## src/rtl/mlp_param_loader_pkg.sv

```systemverilog
// Shared types and sizing helpers for the MLP parameter loader.
// The stream holds the x vector first, then the biases and weights of each layer in turn.
package mlp_param_loader_pkg;

    localparam int DEF_QM = 3;
    localparam int DEF_QN = 5;

    typedef enum logic [1:0] {
        S_IDLE = 2'd0,
        S_LOAD = 2'd1,
        S_FIRE = 2'd2
    } loader_state_t;

    typedef enum logic [1:0] {
        SEC_X = 2'd0,
        SEC_B = 2'd1,
        SEC_W = 2'd2
    } load_sec_t;

    // Number of words in one configuration stream.
    function automatic int total_words(input int m, input int n);
        return n + (m - 1) * (n + n * n);
    endfunction

    // Counter width for an index range 0..n-1. The result is never less than 1.
    function automatic int idx_bits(input int n);
        return (n <= 1) ? 1 : $clog2(n);
    endfunction

endpackage

```

## src/rtl/mlp_param_loader_addr_gen.sv

```systemverilog
// Walks the stream order (x, then b/w per layer, k fastest) and decodes one-hot write selects.
// o_last flags the final weight of the final layer.
module mlp_param_loader_addr_gen
    import mlp_param_loader_pkg::*;
#(
    parameter int M = 3,
    parameter int N = 3
) (
    input  logic                             i_clk,
    input  logic                             i_rst,
    input  logic                             i_clear,
    input  logic                             i_adv,
    output logic [N-1:0]                     o_sel_x,
    output logic [M-2:0][N-1:0]              o_sel_b,
    output logic [M-2:0][N-1:0][N-1:0]       o_sel_w,
    output logic                             o_last
);

    localparam int CW = idx_bits(N);
    localparam int LW = idx_bits(M - 1);
    localparam logic [CW-1:0] IDX_LAST = CW'(N - 1);
    localparam logic [LW-1:0] LAY_LAST = LW'(M - 2);

    load_sec_t       r_sec;
    logic [LW-1:0]   r_layer;
    logic [CW-1:0]   r_row;
    logic [CW-1:0]   r_col;

    always_ff @(posedge i_clk or posedge i_rst) begin
        if (i_rst) begin
            r_sec   <= SEC_X;
            r_layer <= '0;
            r_row   <= '0;
            r_col   <= '0;
        end else if (i_clear) begin
            r_sec   <= SEC_X;
            r_layer <= '0;
            r_row   <= '0;
            r_col   <= '0;
        end else if (i_adv) begin
            case (r_sec)
                SEC_X: begin
                    if (r_col == IDX_LAST) begin
                        r_sec <= SEC_B;
                        r_col <= '0;
                    end else begin
                        r_col <= r_col + 1'b1;
                    end
                end
                SEC_B: begin
                    if (r_col == IDX_LAST) begin
                        r_sec <= SEC_W;
                        r_col <= '0;
                    end else begin
                        r_col <= r_col + 1'b1;
                    end
                end
                SEC_W: begin
                    if (r_col != IDX_LAST) begin
                        r_col <= r_col + 1'b1;
                    end else begin
                        r_col <= '0;
                        if (r_row != IDX_LAST) begin
                            r_row <= r_row + 1'b1;
                        end else begin
                            r_row <= '0;
                            // The last layer stays put; the loader leaves LOAD on o_last.
                            if (r_layer != LAY_LAST) begin
                                r_layer <= r_layer + 1'b1;
                                r_sec   <= SEC_B;
                            end
                        end
                    end
                end
                default: r_sec <= SEC_X;
            endcase
        end
    end

    always_comb begin
        o_sel_x = '0;
        o_sel_b = '0;
        o_sel_w = '0;
        for (int j = 0; j < N; j++) begin
            if (r_sec == SEC_X && r_col == CW'(j)) o_sel_x[j] = 1'b1;
            for (int l = 0; l < M - 1; l++) begin
                if (r_sec == SEC_B && r_layer == LW'(l) && r_col == CW'(j))
                    o_sel_b[l][j] = 1'b1;
                for (int k = 0; k < N; k++) begin
                    if (r_sec == SEC_W && r_layer == LW'(l) && r_row == CW'(j) && r_col == CW'(k))
                        o_sel_w[l][j][k] = 1'b1;
                end
            end
        end
    end

    assign o_last = (r_sec == SEC_W) && (r_layer == LAY_LAST) &&
                    (r_row == IDX_LAST) && (r_col == IDX_LAST);

endmodule

```

## src/rtl/mlp_param_loader.sv

```systemverilog
// Loads x/b/w for the MLP from a valid/ready word stream, then pulses init for one cycle.
// Handshake: a word moves on a cycle with i_in_valid && o_in_ready; o_in_ready depends only on state.
module mlp_param_loader
    import mlp_param_loader_pkg::*;
#(
    parameter int M  = 3,
    parameter int N  = 3,
    parameter int QM = DEF_QM,
    parameter int QN = DEF_QN,
    parameter int WM = 3,
    parameter int WN = 5,
    localparam int W = QM + QN
) (
    input  logic                              i_clk,
    input  logic                              i_rst,
    input  logic                              i_start,
    input  logic                              i_in_valid,
    output logic                              o_in_ready,
    input  logic [W-1:0]                      i_in_data,
    output logic [N-1:0][W-1:0]               o_x,
    output logic [M-2:0][N-1:0][W-1:0]        o_b,
    output logic [M-2:0][N-1:0][N-1:0][W-1:0] o_w,
    output logic                              o_init,
    output logic                              o_initial_flag,
    output logic                              o_weight_flag,
    output logic                              o_busy,
    output logic                              o_done,
    output loader_state_t                     o_state
);

    if (WM != QM || WN != QN) begin : g_fmt_check
        $error("mlp_param_loader: weight Q format must equal data Q format");
    end

    loader_state_t                     r_state;
    loader_state_t                     w_state_nxt;
    logic                              w_ready;
    logic                              w_fire;
    logic                              w_xfer;
    logic                              w_clear;
    logic                              w_last;
    logic [N-1:0]                      w_sel_x;
    logic [M-2:0][N-1:0]               w_sel_b;
    logic [M-2:0][N-1:0][N-1:0]        w_sel_w;
    logic [N-1:0][W-1:0]               r_x;
    logic [M-2:0][N-1:0][W-1:0]        r_b;
    logic [M-2:0][N-1:0][N-1:0][W-1:0] r_w;

    assign w_xfer  = i_in_valid && w_ready;
    assign w_clear = (r_state == S_IDLE) && i_start;

    mlp_param_loader_addr_gen #(.M(M), .N(N)) u_addr_gen (
        .i_clk   (i_clk),
        .i_rst   (i_rst),
        .i_clear (w_clear),
        .i_adv   (w_xfer),
        .o_sel_x (w_sel_x),
        .o_sel_b (w_sel_b),
        .o_sel_w (w_sel_w),
        .o_last  (w_last)
    );

    always_ff @(posedge i_clk or posedge i_rst) begin
        if (i_rst) r_state <= S_IDLE;
        else       r_state <= w_state_nxt;
    end

    always_comb begin
        w_state_nxt = r_state;
        w_ready     = 1'b0;
        w_fire      = 1'b0;
        case (r_state)
            S_IDLE: if (i_start) w_state_nxt = S_LOAD;
            S_LOAD: begin
                w_ready = 1'b1;
                if (w_xfer && w_last) w_state_nxt = S_FIRE;
            end
            S_FIRE: begin
                w_fire      = 1'b1;
                w_state_nxt = S_IDLE;
            end
            default: w_state_nxt = S_IDLE;
        endcase
    end

    // Entries are overwritten in place; untouched entries keep the previous load.
    always_ff @(posedge i_clk or posedge i_rst) begin
        if (i_rst) begin
            r_x <= '0;
            r_b <= '0;
            r_w <= '0;
        end else if (w_xfer) begin
            for (int j = 0; j < N; j++) begin
                if (w_sel_x[j]) r_x[j] <= i_in_data;
                for (int l = 0; l < M - 1; l++) begin
                    if (w_sel_b[l][j]) r_b[l][j] <= i_in_data;
                    for (int k = 0; k < N; k++) begin
                        if (w_sel_w[l][j][k]) r_w[l][j][k] <= i_in_data;
                    end
                end
            end
        end
    end

    assign o_in_ready     = w_ready;
    assign o_init         = w_fire;
    assign o_initial_flag = w_fire;
    assign o_weight_flag  = w_fire;
    assign o_done         = w_fire;
    assign o_busy         = (r_state == S_LOAD) || (r_state == S_FIRE);
    assign o_state        = r_state;
    assign o_x            = r_x;
    assign o_b            = r_b;
    assign o_w            = r_w;

endmodule

```

## config.mk

```make
export PLATFORM = sky130hd
export DESIGN_NAME = mlp_param_loader
export DESIGN_NICKNAME = d
export VERILOG_FILES = /design/src/rtl/mlp_param_loader_pkg.sv /design/src/rtl/mlp_param_loader_addr_gen.sv /design/src/rtl/mlp_param_loader.sv
export SDC_FILE = /design/constraint.sdc
export NUM_CORES = 1
export LEC_CHECK = 0
export ABC_CLOCK_PERIOD_IN_PS = 11740
export BUFFER_PORTS_ARGS = -buffer_cell sky130_fd_sc_hd__buf_4
export CAP_MARGIN = 20
export CORE_MARGIN = 2
export CORE_UTILIZATION = 45
export DETAILED_ROUTE_END_ITERATION = 10
export PLACE_DENSITY = 0.7
export SYNTH_ARGS = -nofsm -noshare
export SYNTH_HDL_FRONTEND = slang
export SYNTH_SLANG_ARGS = --single-unit
```

## constraint.sdc

```tcl
create_clock -name i_clk -period 11.74 [get_ports i_clk]
set_clock_uncertainty 0.1 [all_clocks]
set_input_delay 2.348 -clock i_clk [delete_from_list [all_inputs] [get_ports i_clk]]
set_output_delay 2.348 -clock i_clk [all_outputs]
set_load 0.005 [all_outputs]
```

==> impl_metrics.toml <==
[worst_setup_path]
cp_max_fo = 14
end_kind = "output port"
cp.arrival_ns = 1.71
rrSetupSlack_ns = 8.87
r2r-end = "o_w[76]"
crit_required_ns = 9.29
rr_startpoint = "o_state[1]"
crit_type = "reg2out"
startpoint_type = "register"
worst_r2r_path_depth = 5

[placed_design]
pre_cts_ws_ns = 7.316
gp_congestion = 0.8267
numPortBuffers = 235
dpl.hpwl_um = 15260

[pwr]
vdd_drop_max_v = 0.0001123
p_leak_nw = 6.263
power_density_nw_per_um2 = 161.3

[global_route]
grt_pass1_wl_um = 36090
antenna_found_initial = 0
grt.total_usage_pct = 21.67
grt_pass1_vias = 6053
grt_max_degree = 140
grt_overflow = 0

[routing]
drc = 0
drtIter0Drc = 212
vias = 5687
wl_per_cell_um = 21.37
firstDrtPassIters = 4
via_per_inst = 5.276
totalWireLength_um = 23040
detail-route-antenna-nets = 0

[timing]
setup-violations-final = 0
rsz0062_at_grt = "no"
max_clock_freq_mhz = 240.5
finalHoldViolations = 0
whs_ns = 0.4028
fin_tns_setup_ns = 0
worst_pin_slew_ns = 0.9716
relSlewSlack_pct = 35.23
finalMaxSlewViolations = 0
fin_crit_sh_pct = 35.41
fin_crit_ns = 4.157
setup_slack_ns = 7.583

[clock_tree]
cts_sinks = 225
cts_tree = "yes"
clock_path_buffers = 3
post_cts_buffers = 0
path_clk_slew_ns = 0.06
clk_latency_ns = 0.50
cts-root-buf = "clkbuf_16"
htree_levels = 1
cts_resized = 0
cts_made_buffers = 24
hold_buffers = 0

[hold_path]
worstHoldPathCells = 1
worstHoldPathType = "reg2reg"
min_to = "o_x[12]"
hold_path.startpoint = "o_x[12]"

[finish]
nNetsFinal = 814
fillers = 1500
drive_gt1_share_pct = 62.24
diodes = 0
multiInputGateArea_sq_um = 3112
seq_area_sq_um = 5630
syn_to_final_growth_pct = 31.04

[synthesis]
yosys_warnings = 0
post_synth_instance_area_sq_um = 8936
async_flop_share_pct = 100.0
avgSynthCellArea_sq_um = 15.62
ys_ff_latch = 225
yosysSeqAreaShare_pct = 63.01
synth_edf_count = 0
yosys.cell_types.count = 41
ys.flop_type = "dfrtp_1"
synthesis.nets = 589
syn_inst = 572

[die]
num_io_pins = 236
die_x_um = 144.9
rows = 51
start_util_pct = 45.91
core_area_sq_um = 19460
fp.dieArea_sq_um = 21000
die_y_um = 144.9

[job]
drv_cap = 0

[run_status]
outcome = "completed"
-- Yosys cell counts, drive strengths merged, types with 2 or more instances --
| master | instances | area (sq um) |
|---|---|---|
| o21ai | 6 | 30.03 |
| or3 | 2 | 12.51 |
| ha | 5 | 62.56 |
| or3b | 3 | 26.28 |
| and2 | 2 | 12.51 |
| nand2 | 6 | 22.52 |
| nor3b | 2 | 15.01 |
| nand4bb | 2 | 22.52 |
| dfrtp | 225 | 5630 |
| buf | 14 | 77.58 |
| inv | 6 | 22.52 |
| mux2 | 216 | 2432 |
| or4 | 4 | 30.03 |
| nor2 | 5 | 26.28 |
| nand3 | 11 | 55.05 |
| nor2b | 3 | 18.77 |
| nand4b | 2 | 30.03 |
| clkbuf | 24 | 93.84 |
| or4b | 2 | 20.02 |
| o32ai | 2 | 17.52 |
| and4b | 2 | 20.02 |
| nand3b | 3 | 22.52 |
| nor3 | 9 | 122.6 |
| a21oi | 7 | 35.03 |
-- how the worst max path moves through the flow --
stage,slack (ns),cells after the start,endpoint,from
after floorplan,3.13,1,o_b[0],i_rst
after global placement,7.42,3,o_w[87],i_rst
after detailed placement,7.32,3,o_b[16],i_rst
after CTS,7.57,3,o_in_ready,o_state[1]
after global routing,7.44,3,o_in_ready,o_state[1]
final,7.58,3,o_in_ready,o_state[1]
-- power by group --
part	leakage (nW)	switching, mW	internal, mW	total [mW]
logic	2.76	0.122	0.137	0.259
clock network	0.400	0.296	0.463	0.760
registers	3.11	0.0416	0.829	0.870
total	6.26	0.460	1.43	1.89
-- area by class of cell --
class | instances | share of cell area, %
Timing Repair Buffer | 237 | 15.36
Clock buffer | 33 | 6.026
Sequential cell | 225 | 48.08
Clock inverter | 9 | 0.8655
Inverter | 6 | 0.2564
Multi-Input combinational cell | 303 | 26.57
Tap cell | 265 | 2.831
-- stage by stage --
step / std cells / utilization, % / power, mW / instance area (sq um)
CTS: 1077 / 60.03 / 1.907 / 11680
finish: 1078 / 60.17 / 1.889 / 11710
floorplan: 572 / - / 1.014 / 8936
detailed placement: 1035 / 55.88 / 1.145 / 10880
global placement: 1035 / 55.88 / 1.133 / 10880
global route: 1078 / 60.17 / 1.972 / 11710
-- cell usage in the layout, fill, tap and decap left out, drive strengths merged, types with 6 or more instances in the layout --
cell / instances
buf: 237
dfrtp: 225
mux2: 216
clkbuf: 33
nand3: 11
nor3: 9
a21oi: 7
inv: 7
nand2: 6
o21ai: 6
-- state kept, by name (all words and copies together), names as in the netlist --
signal and cells:
o_b 48, o_state 2, o_w 144, o_x 24, u_addr_gen.r_col 2, u_addr_gen.r_layer 1
u_addr_gen.r_row 2, u_addr_gen.r_sec 2
-- per-layer routing --
layer  global-route usage [%]  vias up  routed length [um]
met2                    36.55      194               11320
li1                         -     2497                   -
met4                    4.158        0                 322
met3                    5.660       26                1665
met5                        0        -                   0
met1                    28.61     2970                9734
-- worst max-delay path, stage by stage (launching register included) --
cell     delay (ns)
dfrtp_1        0.41
inv_1          0.13
ha_1           0.47
buf_4          0.20
-- cells by family after synthesis --
group                      count (synthesis)  synth area share (%)
adders and majority gates                  5                0.7001
muxes                                    216                 27.22
and+or+nand+nor                           63                 5.573
DFF                                      225                 63.01
AOI/OAI and AO/OA                         19                 1.330
buffers and inverters                     44                 2.170
No activity file was read; power rests on OpenSTA's default activity.
